==> src/rtl/fifo_refill_pkg.sv <==
// Shared types and width helpers for the line-FIFO refill controller.
package fifo_refill_pkg;

    typedef logic [2:0] state_t;

    localparam state_t ST_IDLE  = 3'd0;
    localparam state_t ST_REQ   = 3'd1;
    localparam state_t ST_CAP   = 3'd2;
    localparam state_t ST_WR    = 3'd3;
    localparam state_t ST_GAP   = 3'd4;
    localparam state_t ST_DRAIN = 3'd5;
    localparam state_t ST_CLEAR = 3'd6;

    function automatic int count_w(input int frame_words);
        return $clog2(frame_words + 1);
    endfunction

    function automatic int beat_w(input int burst_len);
        return $clog2(burst_len + 1);
    endfunction

endpackage

==> src/rtl/fifo_refill_ctrl_if.sv <==
// FIFO-side and memory-side signals of the refill controller; master = controller.
interface fifo_refill_ctrl_if #(
    parameter int DATA_WIDTH = 35,
    parameter int ADDR_WIDTH = 9,
    parameter int MEM_AW     = 23
);
    logic [ADDR_WIDTH-1:0] fifo_wrptr;
    logic [ADDR_WIDTH-1:0] fifo_rdptr;
    logic                  fifo_full;
    logic                  fifo_clear;
    logic                  fifo_wren;
    logic [DATA_WIDTH-1:0] fifo_din;
    logic                  mem_req;
    logic [MEM_AW-1:0]     mem_addr;
    logic                  mem_gnt;
    logic                  mem_rvalid;
    logic                  mem_rready;
    logic [DATA_WIDTH-1:0] mem_rdata;

    modport master (
        input  fifo_wrptr, fifo_rdptr, fifo_full, mem_gnt, mem_rvalid, mem_rdata,
        output fifo_clear, fifo_wren, fifo_din, mem_req, mem_addr, mem_rready
    );

    modport slave (
        output fifo_wrptr, fifo_rdptr, fifo_full, mem_gnt, mem_rvalid, mem_rdata,
        input  fifo_clear, fifo_wren, fifo_din, mem_req, mem_addr, mem_rready
    );
endinterface

==> src/rtl/fifo_wr_pulser.sv <==
// Holds one returned word and emits it as an isolated single-cycle wren pulse.
module fifo_wr_pulser #(
    parameter int DATA_WIDTH = 35
) (
    input  logic                  clk,
    input  logic                  rst_n,
    input  logic                  cap_en,
    input  logic [DATA_WIDTH-1:0] cap_data,
    input  logic                  wr_req,
    input  logic                  fifo_full,
    output logic                  fifo_wren,
    output logic [DATA_WIDTH-1:0] fifo_din,
    output logic                  wr_done
);
    logic [DATA_WIDTH-1:0] hold_q, hold_d;
    logic                  wren_last_q, wren_last_d;

    // The FIFO counts wren rising edges, so a pulse is never allowed to follow another.
    always_comb begin
        hold_d      = hold_q;
        if (cap_en) hold_d = cap_data;
        fifo_wren   = wr_req & ~fifo_full & ~wren_last_q;
        wren_last_d = fifo_wren;
        wr_done     = fifo_wren;
        fifo_din    = hold_q;
    end

    always_ff @(posedge clk) begin
        if (!rst_n) begin
            hold_q      <= '0;
            wren_last_q <= 1'b0;
        end else begin
            hold_q      <= hold_d;
            wren_last_q <= wren_last_d;
        end
    end
endmodule

==> src/rtl/fifo_refill_ctrl.sv <==
// Keeps the display line FIFO topped up with fixed-length bursts from frame memory.
// Optional UNDERRUN_CNT_EN adds a saturating FIFO underrun counter.
module fifo_refill_ctrl
    import fifo_refill_pkg::*;
#(
    parameter int DATA_WIDTH  = 35,
    parameter int ADDR_WIDTH  = 9,
    parameter int MEM_AW      = 23,
    parameter int BURST_LEN   = 16,
    parameter int LOW_WM      = 128,
    parameter int FRAME_WORDS = 76800,
    parameter int FRAME_BASE  = 0
) (
    input  logic clk,
    input  logic rst_n,
    input  logic enable,
    input  logic frame_start,
    output logic busy,
`ifdef UNDERRUN_CNT_EN
    input  logic        fifo_empty,
    input  logic        fifo_rden,
    output logic [15:0] underrun_cnt,
`endif
    fifo_refill_ctrl_if.master bus
);
    localparam int          COUNT_W  = count_w(FRAME_WORDS);
    localparam int          BEAT_W   = beat_w(BURST_LEN);
    localparam logic [31:0] FIFO_CAP = 32'(2**ADDR_WIDTH - 1);

    state_t               state_q, state_d;
    logic [MEM_AW-1:0]    addr_q, addr_d;
    logic [COUNT_W-1:0]   words_q, words_d;
    logic [BEAT_W-1:0]    beats_q, beats_d, beats_after;
    logic [ADDR_WIDTH-1:0] level;
    logic [31:0]          lvl32;
    logic                 start_acc, hs, admit, cap_en, wr_done;

    assign level     = bus.fifo_wrptr - bus.fifo_rdptr;
    assign lvl32     = 32'(level);
    assign start_acc = frame_start & enable;
    assign hs        = bus.mem_rvalid & bus.mem_rready;
    assign admit     = enable & (words_q != '0) & (lvl32 < 32'(LOW_WM))
                     & ((FIFO_CAP - lvl32) >= 32'(BURST_LEN));
    // beats_q counts words still owed by memory; it drops when a word is accepted.
    assign beats_after = beats_q - BEAT_W'(hs);

    always_comb begin
        state_d = state_q;
        addr_d  = addr_q;
        words_d = words_q;
        beats_d = beats_q;
        cap_en  = 1'b0;
        case (state_q)
            ST_IDLE: begin
                if (start_acc)  state_d = ST_CLEAR;
                else if (admit) state_d = ST_REQ;
            end
            ST_REQ: begin
                if (bus.mem_gnt) begin
                    beats_d = BEAT_W'(BURST_LEN);
                    state_d = start_acc ? ST_DRAIN : ST_CAP;
                end else if (start_acc) begin
                    state_d = ST_CLEAR;
                end
            end
            ST_CAP: begin
                beats_d = beats_after;
                cap_en  = hs;
                if (start_acc)  state_d = (beats_after != '0) ? ST_DRAIN : ST_CLEAR;
                else if (hs)    state_d = ST_WR;
            end
            ST_WR: begin
                if (start_acc)    state_d = (beats_q != '0) ? ST_DRAIN : ST_CLEAR;
                else if (wr_done) state_d = ST_GAP;
            end
            ST_GAP: begin
                if (start_acc) begin
                    state_d = (beats_q != '0) ? ST_DRAIN : ST_CLEAR;
                end else if (beats_q == '0) begin
                    state_d = ST_IDLE;
                    addr_d  = addr_q + MEM_AW'(BURST_LEN);
                    words_d = words_q - COUNT_W'(BURST_LEN);
                end else begin
                    state_d = ST_CAP;
                end
            end
            ST_DRAIN: begin
                beats_d = beats_after;
                if (beats_after == '0) state_d = ST_CLEAR;
            end
            ST_CLEAR: begin
                addr_d  = MEM_AW'(FRAME_BASE);
                words_d = COUNT_W'(FRAME_WORDS);
                // A restart landing on the clear cycle earns its own clear pulse.
                state_d = start_acc ? ST_CLEAR : ST_IDLE;
            end
            default: state_d = ST_IDLE;
        endcase
    end

    always_ff @(posedge clk) begin
        if (!rst_n) begin
            state_q <= ST_IDLE;
            addr_q  <= MEM_AW'(FRAME_BASE);
            words_q <= '0;
            beats_q <= '0;
        end else begin
            state_q <= state_d;
            addr_q  <= addr_d;
            words_q <= words_d;
            beats_q <= beats_d;
        end
    end

    assign bus.mem_req    = (state_q == ST_REQ) & ~start_acc;
    assign bus.mem_addr   = addr_q;
    assign bus.mem_rready = (state_q == ST_CAP) | (state_q == ST_DRAIN);
    assign bus.fifo_clear = (state_q == ST_CLEAR);
    assign busy           = (state_q != ST_IDLE);

    fifo_wr_pulser #(.DATA_WIDTH(DATA_WIDTH)) u_pulser (
        .clk       (clk),
        .rst_n     (rst_n),
        .cap_en    (cap_en),
        .cap_data  (bus.mem_rdata),
        .wr_req    (state_q == ST_WR),
        .fifo_full (bus.fifo_full),
        .fifo_wren (bus.fifo_wren),
        .fifo_din  (bus.fifo_din),
        .wr_done   (wr_done)
    );

`ifdef UNDERRUN_CNT_EN
    logic [15:0] urun_q, urun_d;

    always_comb begin
        urun_d = urun_q;
        if (start_acc)                                    urun_d = '0;
        else if (fifo_rden & fifo_empty & (urun_q != 16'hFFFF)) urun_d = urun_q + 16'd1;
    end

    always_ff @(posedge clk) begin
        if (!rst_n) urun_q <= '0;
        else        urun_q <= urun_d;
    end

    assign underrun_cnt = urun_q;
`endif
endmodule

==> src/flat_wrapper.sv <==
// flat-port wrapper written by rule: the top's interface ports become plain ports
module fifo_refill_ctrl_flat import fifo_refill_pkg::*;
#(
    parameter int DATA_WIDTH  = 35,
    parameter int ADDR_WIDTH  = 9,
    parameter int MEM_AW      = 23,
    parameter int BURST_LEN   = 16,
    parameter int LOW_WM      = 128,
    parameter int FRAME_WORDS = 76800,
    parameter int FRAME_BASE  = 0
)
  (clk, rst_n, enable, frame_start, busy, bus_fifo_wrptr, bus_fifo_rdptr, bus_fifo_full, bus_mem_gnt, bus_mem_rvalid, bus_mem_rdata, bus_fifo_clear, bus_fifo_wren, bus_fifo_din, bus_mem_req, bus_mem_addr, bus_mem_rready);
  fifo_refill_ctrl_if #(.DATA_WIDTH(DATA_WIDTH), .ADDR_WIDTH(ADDR_WIDTH), .MEM_AW(MEM_AW)) bus_i ();
  input  logic clk;
  input  logic rst_n;
  input  logic enable;
  input  logic frame_start;
  output logic busy;
  input wire logic [$bits(bus_i.fifo_wrptr)-1:0] bus_fifo_wrptr;
  input wire logic [$bits(bus_i.fifo_rdptr)-1:0] bus_fifo_rdptr;
  input wire logic [$bits(bus_i.fifo_full)-1:0] bus_fifo_full;
  input wire logic [$bits(bus_i.mem_gnt)-1:0] bus_mem_gnt;
  input wire logic [$bits(bus_i.mem_rvalid)-1:0] bus_mem_rvalid;
  input wire logic [$bits(bus_i.mem_rdata)-1:0] bus_mem_rdata;
  output wire logic [$bits(bus_i.fifo_clear)-1:0] bus_fifo_clear;
  output wire logic [$bits(bus_i.fifo_wren)-1:0] bus_fifo_wren;
  output wire logic [$bits(bus_i.fifo_din)-1:0] bus_fifo_din;
  output wire logic [$bits(bus_i.mem_req)-1:0] bus_mem_req;
  output wire logic [$bits(bus_i.mem_addr)-1:0] bus_mem_addr;
  output wire logic [$bits(bus_i.mem_rready)-1:0] bus_mem_rready;
  assign bus_i.fifo_wrptr = bus_fifo_wrptr;
  assign bus_i.fifo_rdptr = bus_fifo_rdptr;
  assign bus_i.fifo_full = bus_fifo_full;
  assign bus_i.mem_gnt = bus_mem_gnt;
  assign bus_i.mem_rvalid = bus_mem_rvalid;
  assign bus_i.mem_rdata = bus_mem_rdata;
  assign bus_fifo_clear = bus_i.fifo_clear;
  assign bus_fifo_wren = bus_i.fifo_wren;
  assign bus_fifo_din = bus_i.fifo_din;
  assign bus_mem_req = bus_i.mem_req;
  assign bus_mem_addr = bus_i.mem_addr;
  assign bus_mem_rready = bus_i.mem_rready;
  fifo_refill_ctrl #(.DATA_WIDTH(DATA_WIDTH), .ADDR_WIDTH(ADDR_WIDTH), .MEM_AW(MEM_AW), .BURST_LEN(BURST_LEN), .LOW_WM(LOW_WM), .FRAME_WORDS(FRAME_WORDS), .FRAME_BASE(FRAME_BASE)) u_core (.clk(clk), .rst_n(rst_n), .enable(enable), .frame_start(frame_start), .busy(busy), .bus(bus_i));
endmodule
==> config.mk <==
export PLATFORM = sky130hd
export DESIGN_NAME = fifo_refill_ctrl_flat
export DESIGN_NICKNAME = d
export VERILOG_FILES = /design/src/rtl/fifo_refill_pkg.sv /design/src/rtl/fifo_refill_ctrl_if.sv /design/src/rtl/fifo_wr_pulser.sv /design/src/rtl/fifo_refill_ctrl.sv /design/src/flat_wrapper.sv
export SDC_FILE = /design/constraint.sdc
export NUM_CORES = 1
export LEC_CHECK = 0
export BUFFER_PORTS_ARGS = -buffer_cell sky130_fd_sc_hd__buf_2
export CAP_MARGIN = 20
export CORE_UTILIZATION = 49
export CTS_CLUSTER_DIAMETER = 100
export DETAILED_ROUTE_END_ITERATION = 6
export HOLD_SLACK_MARGIN = 0.05
export PLACE_DENSITY = 0.78
export SKIP_LAST_GASP = 1
export SLEW_MARGIN = 20
export SYNTH_ARGS = -nofsm -noshare
export SYNTH_HDL_FRONTEND = slang
export SYNTH_SLANG_ARGS = --single-unit
==> constraint.sdc <==
create_clock -name clk -period 5.6 [get_ports clk]
set_input_delay 0.28 -clock clk [delete_from_list [all_inputs] [get_ports clk]]
set_output_delay 0.28 -clock clk [all_outputs]
set_load 0.01 [all_outputs]
# == Word-level counts from Yosys, hierarchy flattened ==
# Cells that the tools add are included.
# totals
romBits,0
memories,0
word_cells,77
latchBits,0
regBits,84
out_inout_bits,63
mem_bits_rw,0
in_bits,60
# op_classes
n_div,0
eq_ne,14
n_shift,0
multipliers,0
n_mux,25
bitwise_logic,12
order_cmp,2
addsub,5
n_reduce_logical,13
# op_table
op,count
$mux 23,2
$pmux 23 s2,1
$mux 3,12
$mux 17,2
$pmux 17 s2,1
$ge 32x5->1 const B,1
$add 23x5->23 const B,1
$pmux 3 s7,1
$reduce_bool 17->1,1
$sub 17x5->17 const B,1
$logic_not 5->1,2
$pmux 5 s2,1
$reduce_bool 5->1,2
$sub 9x9->10 const A,1
$eq 3x3->1 const B,3
$lt 9x8->1 const B,1
$sub 9x9->9,1
$and 1x1->1,8
$eq 3x2->1 const B,2
$mux 2,3
$ne 3x1->1 const B,2
$ne 3x2->1 const B,2
$mux 5,1
$reduce_and 5->1,1
13 further kinds,18

# == Depth between registers and ports, before layout ==
# depth
word_depth,8
depth_mapped,12
ltp_nobuf,11

# == Cells and area by module ==
# From an unflattened synthesis, not the netlist that was laid out.
# hier_totals
hier_cells,420
hier_area_um2,3834.9
# by_module_without_submodules
module,seq_area_each_um2,area_per_inst_um2,cells_per_inst,n_inst
fifo_refill_ctrl,800.8,2441.1,304,1
fifo_wr_pulser,720.7,1393.8,116,1

# == Worst setup path after synthesis ==
# No wires, ideal clock.
# synth_path
path_type,register to register
start,register u_core.state_q[1]
end,register u_core.state_q[1]
stages_incl_launch_ff,13
slack_ns,2.911
n_path_buf,1
setup_time_ns,0.074
t_required_ns,5.526
period_less_slack_ns,2.689
arrival_ns,2.615
path_cell_list,dfxtp_1 -> clkbuf_1 -> nor3b_1 -> a21oi_1 -> nor2b_1 -> ha_1 -> ha_1 -> xnor2_1 -> nand3_1 -> nor3_1 -> o32a_1 -> o21ai_0 -> a31oi_1
# synth_between
elab_chain_cells,8
elab_cells_between_ends,23
cone_classes,add/sub: 1; eq/ne: 11; mux: 3; bitwise: 4; reduce/logical: 4
# synth_rtl
element,line,text
"start, declared",fifo_refill_ctrl.sv:30,"state_t state_q, state_d;"
"start signal, assigned",fifo_refill_ctrl.sv:108,state_q <= state_d;
$eq 3x2->1 / $eq 3x3->1 (equally long branches),"fifo_refill_ctrl.sv:53, fifo_refill_ctrl.sv:117",
$or 1x1->1,fifo_refill_ctrl.sv:117,assign bus.mem_rready = (state_q == ST_CAP) | (state_q == ST_DRAIN);
$and 1x1->1,fifo_refill_ctrl.sv:41,assign hs = bus.mem_rvalid & bus.mem_rready;
$sub 5x1->5,fifo_refill_ctrl.sv:45,assign beats_after = beats_q - BEAT_W'(hs);
$reduce_bool 5->1,fifo_refill_ctrl.sv:69,if (start_acc) state_d = (beats_after != '0) ? ST_DRAIN : ST_CLEAR;
$mux 2,fifo_refill_ctrl.sv:69,
$mux 3,fifo_refill_ctrl.sv:69,
$pmux 3 s7,fifo_refill_ctrl.sv:53,case (state_q)
# Parallel ways exist; a longest one is shown, timed or not.
# A chain may end at the register's enable or synchronous reset.

# == Final worst setup path ==
# Ends and elaborated chain as after synthesis.

==> impl_metrics.ini <==
[global_routing]
met1_usage_pct = 24.6
grt_pass1_wl_mm = 12.7
antenna_found_initial = 0
grt_use_total_pct = 20.7
overflow = 0
grt_util_met3_pct = 7.37
busiest_layer = met2
grt_pass1_vias = 3008
grt_max_degree = 36
grt_use_met2_pct = 35.0

[die]
start_util_pct = 50.7
die_w_um = 88.7
ios = 123
rows = 31
core_region_area_um2 = 7250
dieHeight_um = 88.7
die_area_um2 = 7860

[cts]
postCtsHoldBufs = 0
clk_pin_slew_ns = 0.08
postCtsSetupRepairBufs = 0
cts_resized = 0
clock_latency_ns = 0.34
cts.sinks = 76
htreeDepth = 3
clockBufferDepth = 2
cts_tree = done
numCtsBuffers = 9
root_buffer = clkbuf_8

[flow_run]
maxCapViolations = 0

[cells_and_area]
mostFrequentLayoutCells = buf_2 (118), nand2_1 (90), dfxtp_1 (76), nor2_1 (46), a21oi_1 (31)
stdcell_area_um2 = 4530
nets = 639
seq_area_um2 = 1520
multi_input_area_um2 = 2000
drive_gt1_share_pct = 25.2
diodes = 0
nFillCells = 685
layout_commonest_cell = buf_2
syn2layout_area_growth_pct = 23.1

[place]
portBuffers = 118
pre_cts_ws_ns = 2.52
gp_congestion = 0.909
hpwl_mm = 5.94
place_area_um2 = 4310

[power]
power.density_nw_per_um2 = 366
p_leak_nw = 1.96
peakVddDrop_mv = 0.223

[routing]
drcViolationCount = 0
dr.pass1.iters = 4
viasPerCell = 5.15
routedWlPerCell_um = 12.1
vias = 3434
totalWireLength_mm = 8.09
drt_iter0_markers = 135
ant_nets = 0

[sta]
finalSetupTns_ns = 0
fmax_ghz = 0.311
worst_slew_pin_slew_ns = 0.923
finalSetupViolations = 0
slew_headroom_pct = 38.3
rsz0062_at_grt = no
period_share_pct = 57.4
slew_violations = 0
period_needed_ns = 3.21
hold_viol_final = 0
skew_ns = 0.00603
setup_ws_ns = 2.39

[status]
outcome = finished, final reports clean

[synthesis]
yosysWarnings = 0
netlist_area_um2 = 3680
synth-edff-count = 0
synth_seq_cells = 76
synthFlopType = dfxtp_1
synthDistinctLibCells = 52
async_flop_share_pct = 0
synth.avg_cell_area_um2 = 8.14
synthCells = 452
yosysSeqAreaShare_pct = 41.3

[critical_path]
crit_type = register to register
start_kind = register
reg2reg_slack_ns = 2.39
cp_max_fo = 12
critPathCaptureType = register
arrival_ns = 3.49
required_ns = 5.87

[worst_hold_path]
min_path_type = input pin to register
## cells in the mapped netlist, types with 8 or more instances
cell,instances,area (um2)
a21boi_0,26,195
xor2_1,12,105
inv_1,20,75.1
dfxtp_1,76,1520
nand3_1,8,40.0
ha_1,15,188
a21oi_1,31,155
o21ai_0,13,65.1
nor2_1,46,173
nand2_1,91,342
xnor2_1,16,140
clkbuf_1,14,52.6
## layer usage
| layer | vias up | wire length (um) |
|---|---|---|
| met5 | - | 0 |
| met4 | 0 | 99 |
| met3 | 11 | 453 |
| met2 | 95 | 3930 |
| met1 | 1580 | 3600 |
| li1 | 1748 | - |
## worst max-delay path, stage by stage, from the launching register on
cell and delay [ns]:
dfxtp_1 0.56, nor3b_1 0.52, a21oi_1 0.23, nor2b_1 0.20, ha_1 0.19, ha_1 0.26, xnor2_1 0.16, nand3_1 0.09
nor3_1 0.37, o32a_1 0.30, o21ai_0 0.09, a31oi_1 0.17
## sequential cells by signal, indices dropped and copies added, names as in the netlist
register / count
u_core.beats_q: 5
u_core.bus.mem_addr: 19
u_core.u_pulser.wren_last_q: 1
u_core.u_pulser.fifo_din: 35
u_core.words_q: 13
u_core.state_q: 3
## logic make-up after synthesis
family	share of synthesized area [%]
and+or+nand+nor	25.3
AOI/OAI and AO/OA	15.9
DFF	41.3
buffers and inverters	4.79
xor gates and xnor gates	6.66
adders and majority gates	5.64
other	0.102
muxes	0.272
## where the power goes
part           total (mW)  switching [mW]  internal, mW
clock               0.453           0.202         0.251
sequential          0.675          0.0674         0.608
combinational       0.529           0.303         0.227
## metrics by stage
| step | power, mW | util (%) | cells | hold WS [ns] |
|---|---|---|---|---|
| after floorplan | 1.07 | - | 455 | 0.416 |
| after global routing | 1.77 | 62.5 | 667 | 0.144 |
| final | 1.66 | 62.5 | 667 | 0.161 |
| after CTS | 1.67 | 62.4 | 667 | 0.146 |
| after detailed placement | 1.21 | 59.4 | 651 | 0.446 |
| after global placement | 1.19 | 59.4 | 651 | 0.439 |
## cell type report
class                   count  area share, %
repair buffers            119           13.2
flip-flops and latches     76           33.6
well taps                  99           2.73
inverters                  20           1.66
clock buffers              10           2.82
clock inverters             6           1.96
multi-input cells         337           44.0
## final timing paths
check | start | cells past startpoint | end
worst max-delay path | u_core.state_q[1] | 11 | u_core.state_q[1]
worst min-delay path | bus_mem_rdata[7] | 3 | u_core.u_pulser.fifo_din[7]
worst max register to register | u_core.state_q[1] | 11 | u_core.state_q[1]
worst min register to register | u_core.u_pulser.fifo_din[9] | 2 | u_core.u_pulser.fifo_din[9]
Power figures use the tool's default switching activity.
